[config.mk]
export PLATFORM = sky130hd
export DESIGN_NAME = calc_arbiter
export DESIGN_NICKNAME = d
export VERILOG_FILES = /design/src/rtl/calc_arbiter.sv
export SDC_FILE = /design/constraint.sdc
export NUM_CORES = 1
export LEC_CHECK = 0
export ABC_AREA = 1
export ABC_CLOCK_PERIOD_IN_PS = 1200
export CAP_MARGIN = 30
export CORE_UTILIZATION = 36
export CTS_CLUSTER_DIAMETER = 50
export DETAILED_ROUTE_END_ITERATION = 12
export PLACE_DENSITY_LB_ADDON = 0.2
export SLEW_MARGIN = 20
export SYNTH_ARGS = -nofsm -noshare
export SYNTH_HDL_FRONTEND = slang
export SYNTH_SLANG_ARGS = --single-unit
[constraint.sdc]
create_clock -name clk -period 1.2 [get_ports clk]
set_input_delay 0.18 -clock clk [delete_from_list [all_inputs] [get_ports clk]]
set_output_delay 0.18 -clock clk [all_outputs]
set_load 0.02 [all_outputs]
[src/rtl/calc_arbiter.sv]
// Two-requester round-robin arbiter/sequencer for the shared registered calculator
// datapath: grants one request, holds its operands for LAT cycles, returns the tagged result.
module calc_arbiter #(
  parameter int unsigned N   = 8,
  parameter int unsigned LAT = 2
) (
  input  logic           clk,
  input  logic           reset,
  input  logic [1:0]     req_valid,
  output logic [1:0]     req_ready,
  input  logic [3:0]     req_op0,
  input  logic [3:0]     req_op1,
  input  logic [N-1:0]   req_a0,
  input  logic [N-1:0]   req_a1,
  input  logic [N-1:0]   req_b0,
  input  logic [N-1:0]   req_b1,
  output logic [3:0]     calc_op,
  output logic [N-1:0]   calc_a,
  output logic [N-1:0]   calc_b,
  output logic           calc_issue,
  input  logic [2*N-1:0] calc_result,
  input  logic [3:0]     calc_flags,
  output logic           rsp_valid,
  input  logic           rsp_ready,
  output logic           rsp_id,
  output logic [2*N-1:0] rsp_result,
  output logic [3:0]     rsp_flags,
  output logic           busy
);

  localparam int unsigned RW    = 2 * N;
  localparam int unsigned OPW   = 4;
  localparam int unsigned CNT_W = 4;

  typedef enum logic [1:0] {IDLE, ISSUE, WAIT, RESP} state_t;

  state_t             state, state_d;
  logic               prio, prio_d;
  logic [CNT_W-1:0]   cnt, cnt_d;
  logic [OPW-1:0]     op_d;
  logic [N-1:0]       a_d, b_d;
  logic               id_d;
  logic [RW-1:0]      res_d;
  logic [3:0]         flg_d;
  logic               grant;

  // Pointer only breaks ties; a lone requester always wins.
  assign grant = (req_valid == 2'b11) ? prio : req_valid[1];

  // Next-state, grant strobe and data captures.
  always_comb begin
    state_d   = state;
    prio_d    = prio;
    cnt_d     = cnt;
    op_d      = calc_op;
    a_d       = calc_a;
    b_d       = calc_b;
    id_d      = rsp_id;
    res_d     = rsp_result;
    flg_d     = rsp_flags;
    req_ready = 2'b00;
    case (state)
      IDLE: begin
        if ((req_valid != 2'b00) && !reset) begin
          req_ready = grant ? 2'b10 : 2'b01;
          op_d      = grant ? req_op1 : req_op0;
          a_d       = grant ? req_a1 : req_a0;
          b_d       = grant ? req_b1 : req_b0;
          id_d      = grant;
          prio_d    = ~grant;
          state_d   = ISSUE;
        end
      end
      ISSUE: begin
        cnt_d   = CNT_W'(LAT - 1);
        state_d = WAIT;
      end
      WAIT: begin
        if (cnt == '0) begin
          res_d   = calc_result;
          flg_d   = calc_flags;
          state_d = RESP;
        end else begin
          cnt_d = cnt - CNT_W'(1);
        end
      end
      RESP: begin
        if (rsp_ready) state_d = IDLE;
      end
      default: state_d = IDLE;
    endcase
  end

  // State and output registers; status strobes are decoded from the next state.
  always_ff @(posedge clk) begin
    if (reset) begin
      state      <= IDLE;
      prio       <= 1'b0;
      cnt        <= '0;
      calc_op    <= '0;
      calc_a     <= '0;
      calc_b     <= '0;
      rsp_id     <= 1'b0;
      rsp_result <= '0;
      rsp_flags  <= '0;
      calc_issue <= 1'b0;
      rsp_valid  <= 1'b0;
      busy       <= 1'b0;
    end else begin
      state      <= state_d;
      prio       <= prio_d;
      cnt        <= cnt_d;
      calc_op    <= op_d;
      calc_a     <= a_d;
      calc_b     <= b_d;
      rsp_id     <= id_d;
      rsp_result <= res_d;
      rsp_flags  <= flg_d;
      calc_issue <= (state_d == ISSUE);
      rsp_valid  <= (state_d == RESP);
      busy       <= (state_d != IDLE);
    end
  end

endmodule

==> results of run 1 <==
## layout by cell type, fill, tap and decap left out, drive strengths merged
cell type	count
clkbuf	27
nor2	51
nand3	30
nand2	94
nor3	1
o21ai	24
clkdlybuf4s50	61
clkinvlp	1
dlygate4sd2	13
bufinv	1
xor2	1
buf	35
clkdlybuf4s15	14
a21oi	26
dfxtp	51
ha	1
clkinv	2
inv	13
## flip-flops by register name (all words and copies together), names as in the netlist
name and flops:
cnt 4, rsp_id 1, state 2, rsp_valid 1
calc_a 8, prio 1, calc_op 4, busy 1
rsp_result 16, calc_b 8, calc_issue 1, rsp_flags 4
## worst max-delay path by stage
stage                  from            to  slack [ns]  cells after the start
4_1_cts            state[1]  req_ready[0]       -0.22                      4
3_3_place_gp   req_valid[1]  req_ready[0]       -0.68                      6
6_report           state[1]  req_ready[0]       -0.16                      4
3_5_place_dp   req_valid[1]  req_ready[0]       -0.70                      6
5_1_grt            state[1]  req_ready[0]       -0.22                      4
2_1_floorplan        cnt[0]  rsp_flags[3]        0.03                      6
## layout make-up
type	count	area [sq um]	area share [%]
Clock buffer	5	68.8	1.74
Clock inverter	3	46.3	1.17
Inverter	14	66.3	1.68
Multi-Input combinational cell	228	1270	32.0
Sequential cell	51	1030	25.9
Tap cell	75	93.8	2.37
Timing Repair Buffer	145	1390	35.1
## power groups by stage
stage | clock, uW | sequential (uW) | combinational, uW
after floorplan | 0 | 2150 | 531
after global placement | 0 | 1970 | 1390
after global routing | 1310 | 1990 | 1750
final | 1220 | 1970 | 1620
after detailed placement | 0 | 1970 | 1410
after CTS | 1260 | 1940 | 1400
## synth_stat cells, drive strengths merged
cell and count:
dfxtp 51, ha 1, clkbuf 3, o21ai 24, inv 13, nand3 30, nand2 94, nor3 1
clkinv 1, nor2 51, xor2 1, a21oi 26, buf 16
## routing by layer
| metal | vias up | part of all wire (%) | global-route usage, % | routed length (um) |
|---|---|---|---|---|
| met3 | 5 | 7.2 | 5.34 | 475 |
| met4 | 0 | 0.75 | 6.25 | 49 |
| met2 | 85 | 50 | 32.9 | 3250 |
| met5 | - | 0 | 0 | 0 |
| met1 | 1092 | 42 | 25.4 | 2790 |
| li1 | 1260 | - | - | - |
## worst max-delay path: stages (launching register included)
cell and delay, ns:
dfxtp_2 0.35, nor2_2 0.13, nand2_2 0.09, a21oi_2 0.15, buf_4 0.16
## metrics by stage
step	total power [uW]	worst slack [ns]	hold slack, ns
after floorplan	2680	0.0303	0.329
after global placement	3360	-0.679	0.450
after detailed placement	3380	-0.696	0.455
after CTS	4590	-0.216	0.446
after global routing	5060	-0.219	0.484
final	4820	-0.160	0.460
## kinds of logic (layout without fill, tap and decap cells)
family / after synthesis / count (layout) / share of synthesized area [%]
AO/OA/AOI/OAI: 50 / 50 / 11.4
XOR/XNOR: 1 / 1 / 0.399
adder cells (fa/ha/maj): 1 / 1 / 0.569
buffers and inverters: 33 / 167 / 8.20
flip-flops: 51 / 51 / 46.5
AND/OR/NAND/NOR: 176 / 176 / 33.0
## repair_timing
action	4_1_cts	5_1_grt
endpoints found under the setup margin	92	71
gates resized for setup	87	131
cloned	1	2
pin swaps	1	26
hold endpoints to repair	0	0
setup buffers	2	3
==> metrics, run 1 <==
outcome complete, but fails checks; failing checks setup timing; Worst setup SP type register; # hold bufs at CTS 0; Final Util 66.9%; post-place instance area 3510 sq um; H-Tree Depth 2; die area 6420 sq um; number of synthesized register bits 51; Leakage 0.00173 uW; antenna-violating nets left 0; Initial DRC Count 77; Layout Cells excl Fill 521; P_sw 1540 uW; Netlist Area Pre-Place 2200 sq um; Total Routing Usage GR 20.0%; launching point of the worst reg2reg path state[1]; Switching Fraction 31.9%; Die Y 80.1 um; CTS tree yes; Worst VDD drop 0.574 mV; nets 511; Worst Slack Setup Final -0.160 ns; hold_sp reset; drt pass-1 iters 5; CTS Buf Count 5; WL/cell 12.6 um; CTS Sinks 51; Initial Util 37.1%; worst min-delay path class primary input to register; Finished Cell Area 3960 sq um; WP data required 1.02 ns; CTS max path bufs 2; cells after synthesis 312; syn nets 378; Worst Skew 0.0125 ns; Remaining Overflow, GRT 0; Worst Setup Path Type register to primary output; PortBufs 110; Worst Hold Depth 3; FF-to-FF setup slack -0.13 ns; first-pass GRT wire length 10100 um; internal power 3280 uW; hold path endpoint calc_op[1]; Synth Area per Inst 7.04 sq um; hpwl dp 4250 um; GP Congestion 0.823; num ports 111; element type at the critical path end primary output; Max-Cap Viols 0; Worst Tran Pin Value 0.251 ns; largest net degree at the start of global routing 26; worst rel slew slack 83.3%; post-synth cell types 22; crit-path max FO 3; Worst Path Arrival 1.18 ns; vias per cell 4.69; cell row count 28; Final Cycle Share 113%; Slew Viols, Final 0; R2R cell count 9; core box area 5920 sq um; Max Clk Rate 0.735 GHz; antenna cell count 0; Reg clk slew, reported paths 0.10 ns; Reg-to-Reg End rsp_flags[0]; CTS root buf clkbuf_8; initial antenna violation count 0; number of global-route vias before repair 2303; combinational power share 33.7%; sequential fraction of design power 40.9%; Area Overhead vs Synth 80.2%; cell taking the most area after synthesis dfxtp_1; final wirelength 6570 um; Seq/Total Area, Yosys 46.5%; clk_lat worst skew 0.31 ns; most area-consuming cells after synthesis dfxtp_1 (46%), nand2_1 (16%), nor2_1 (8.2%); Power Density 1220 nW/um^2; final setup fails 22; Ys Warns 0; via count 2442; TNS Setup -2.09 ns; Fill cells 503; chip width 80.1 um; crit path time final 1.36 ns; Clock power frac 25.4%; Post-Place Cells 505; detailed-route DRC error count 0; Final Hold Fails 0; share of layout cells above drive strength 1 31.2%; share of the synthesized area in the top cell type 46.5%; unrepaired setup endpoints after global routing yes
Note: power is estimated with default switching activity, not from simulation.
==> run 2: changes to the inputs <==
- GPL_TIMING_DRIVEN: unset -> 0
- HOLD_SLACK_MARGIN: unset -> 0.05
==> metrics, run 2 (synthesized netlist as in run 1, its figures left out) <==
most common cell after layout, fill and taps aside nand2_1; CTS root buf clkbuf_8; element type at the critical path end primary output; outcome complete, but fails checks; most frequent cells in the layout nand2_1 (87), clkdlybuf4s50_1 (61), dfxtp_1 (48); hold path endpoint cnt[1]; Initial Util 37.1%; share of layout cells above drive strength 1 16.8%; GP Congestion 0.785; CTS tree yes; Slew Viols, Final 0; Remaining Overflow, GRT 0; WL/cell 11.8 um; initial antenna violation count 0; Worst Skew 0.00650 ns; # hold bufs at CTS 0; Max Clk Rate 0.695 GHz; unrepaired setup endpoints after global routing yes; core box area 5920 sq um; largest net degree at the start of global routing 15; multi-input logic area 1110 sq um; Final Cycle Share 120%; PortBufs 109; chip width 80.1 um; most flop-heavy register rsp_result; detailed-route DRC error count 0; Die Y 80.1 um; Layout Cells excl Fill 516; drt pass-1 iters 6; crit path time final 1.44 ns; Register Area 1030 sq um; launching point of the worst reg2reg path state[0]; CTS Buf Count 5; crit-path cells inv_4 -> nand3_4 -> nor2_4 -> nand3_2 -> inv_2 -> buf_6; vias per cell 4.59; Worst Slack Setup Final -0.240 ns; Leakage 0.00166 uW; cell row count 28; Worst Tran Pin Value 0.496 ns; total power 4400 uW; die area 6420 sq um; Reg-to-Reg End rsp_id; Max-Cap Viols 0; Worst VDD drop 0.536 mV; final setup fails 31; hpwl dp 4070 um; Post-Place Cells 496; Worst setup SP type register; antenna cell count 0; crit-path max FO 3; Worst Hold Depth 2; FF-to-FF setup slack -0.17 ns; Area Overhead vs Synth 70.0%; Power Density 1180 nW/um^2; first-pass GRT wire length 9710 um; Reg clk slew, reported paths 0.09 ns; Worst Setup Path Type register to primary output; Total Routing Usage GR 19.1%; R2R cell count 10; worst rel slew slack 66.9%; nets 507; Fill cells 553; biggest regs rsp_result: 16 flops, calc_a: 8 flops, calc_b: 8 flops; Worst Path Arrival 1.26 ns; clk_lat worst skew 0.30 ns; Final Hold Fails 0; number of global-route vias before repair 2263; H-Tree Depth 2; Initial DRC Count 106; CTS max path bufs 2; antenna-violating nets left 0; worst min-delay path class primary input to register; CTS Sinks 51; Hold WS 0.0660 ns; failing checks setup timing; via count 2369; WP data required 1.02 ns; crit-path max cell delay 0.37 ns; final wirelength 6100 um; max reg flops 16; hold_sp reset; slowest stage cell, crit path dfxtp_4; num ports 111
run 2: changes by cell type in the layout (fill, tap and decap cells not counted), moves of 4 or more:
cell           before  now
nor2_4             15    3
a21oi_2            15    2
buf_8               0    4
buf_4              21    7
nor2_2             15    3
dlygate4sd2_1      13   26
nor2_1             21   45
clkbuf_2           20    3
dfxtp_2             5    1
buf_6               8   17
a21oi_1            11   22
buf_12              5    0
run 2: worst max-delay path, delay by kind of cell, from the launching register on:
family,cells,cell delay (ns)
flops,1,0.37
simple gates,3,0.31
buf+inv,3,0.27
run 2: worst max path at each step:
stage / startpoint / endpoint / cells after the start
global route: state[1] / req_ready[1] / 6
CTS: state[0] / req_ready[1] / 6
floorplan: cnt[0] / rsp_flags[3] / 6
global placement: req_valid[1] / req_ready[0] / 6
detailed placement: req_valid[0] / req_ready[0] / 5
finish: state[1] / req_ready[1] / 6
run 2: power by group:
| group | leakage (uW) | internal (uW) | total [uW] | switching, uW |
|---|---|---|---|---|
| logic | 0.00120 | 705 | 1460 | 757 |
| registers | 0.000418 | 1860 | 1940 | 85.8 |
| clock network | 0.0000470 | 454 | 997 | 543 |
| total | 0.00166 | 3020 | 4400 | 1390 |
run 2: through the flow:
step                      setup WS, ns  setup TNS, ns  utilization [%]  instance area (sq um)
after CTS                       -0.263         -0.433             60.1                   3560
final                           -0.240          -2.22             63.1                   3730
after detailed placement        -0.810         -10.79             57.2                   3390
after global placement          -0.800          -9.95             57.2                   3390
after floorplan                 0.0303              0                -                   2200
after global routing            -0.292          -5.03             63.1                   3730
run 2: area by class of cell:
cell class | count | area share (%)
flip-flops and latches | 51 | 27.6
clock buffers | 6 | 2.21
well taps | 75 | 2.51
multi-input cells | 228 | 29.8
repair buffers | 122 | 31.3
inverters | 14 | 1.57
plain buffers | 19 | 4.89
clock inverters | 1 | 0.134
run 2: what timing repair did:
item,in CTS,in global routing
resized for setup,81,71
pin swaps,3,2
gates cloned,0,1
setup endpoints to repair,76,65
setup buffers,9,6
run 2: per-layer routing:
| metal | part of all wire [%] | wire (um) | vias to the layer above | global-route usage [%] |
|---|---|---|---|---|
| met5 | 0 | 0 | - | 0 |
| met4 | 0.95 | 58 | 0 | 4.46 |
| met3 | 7.6 | 465 | 7 | 6.82 |
| met2 | 49 | 2990 | 79 | 33.8 |
| met1 | 42 | 2590 | 1034 | 22.0 |
| li1 | - | - | 1249 | - |
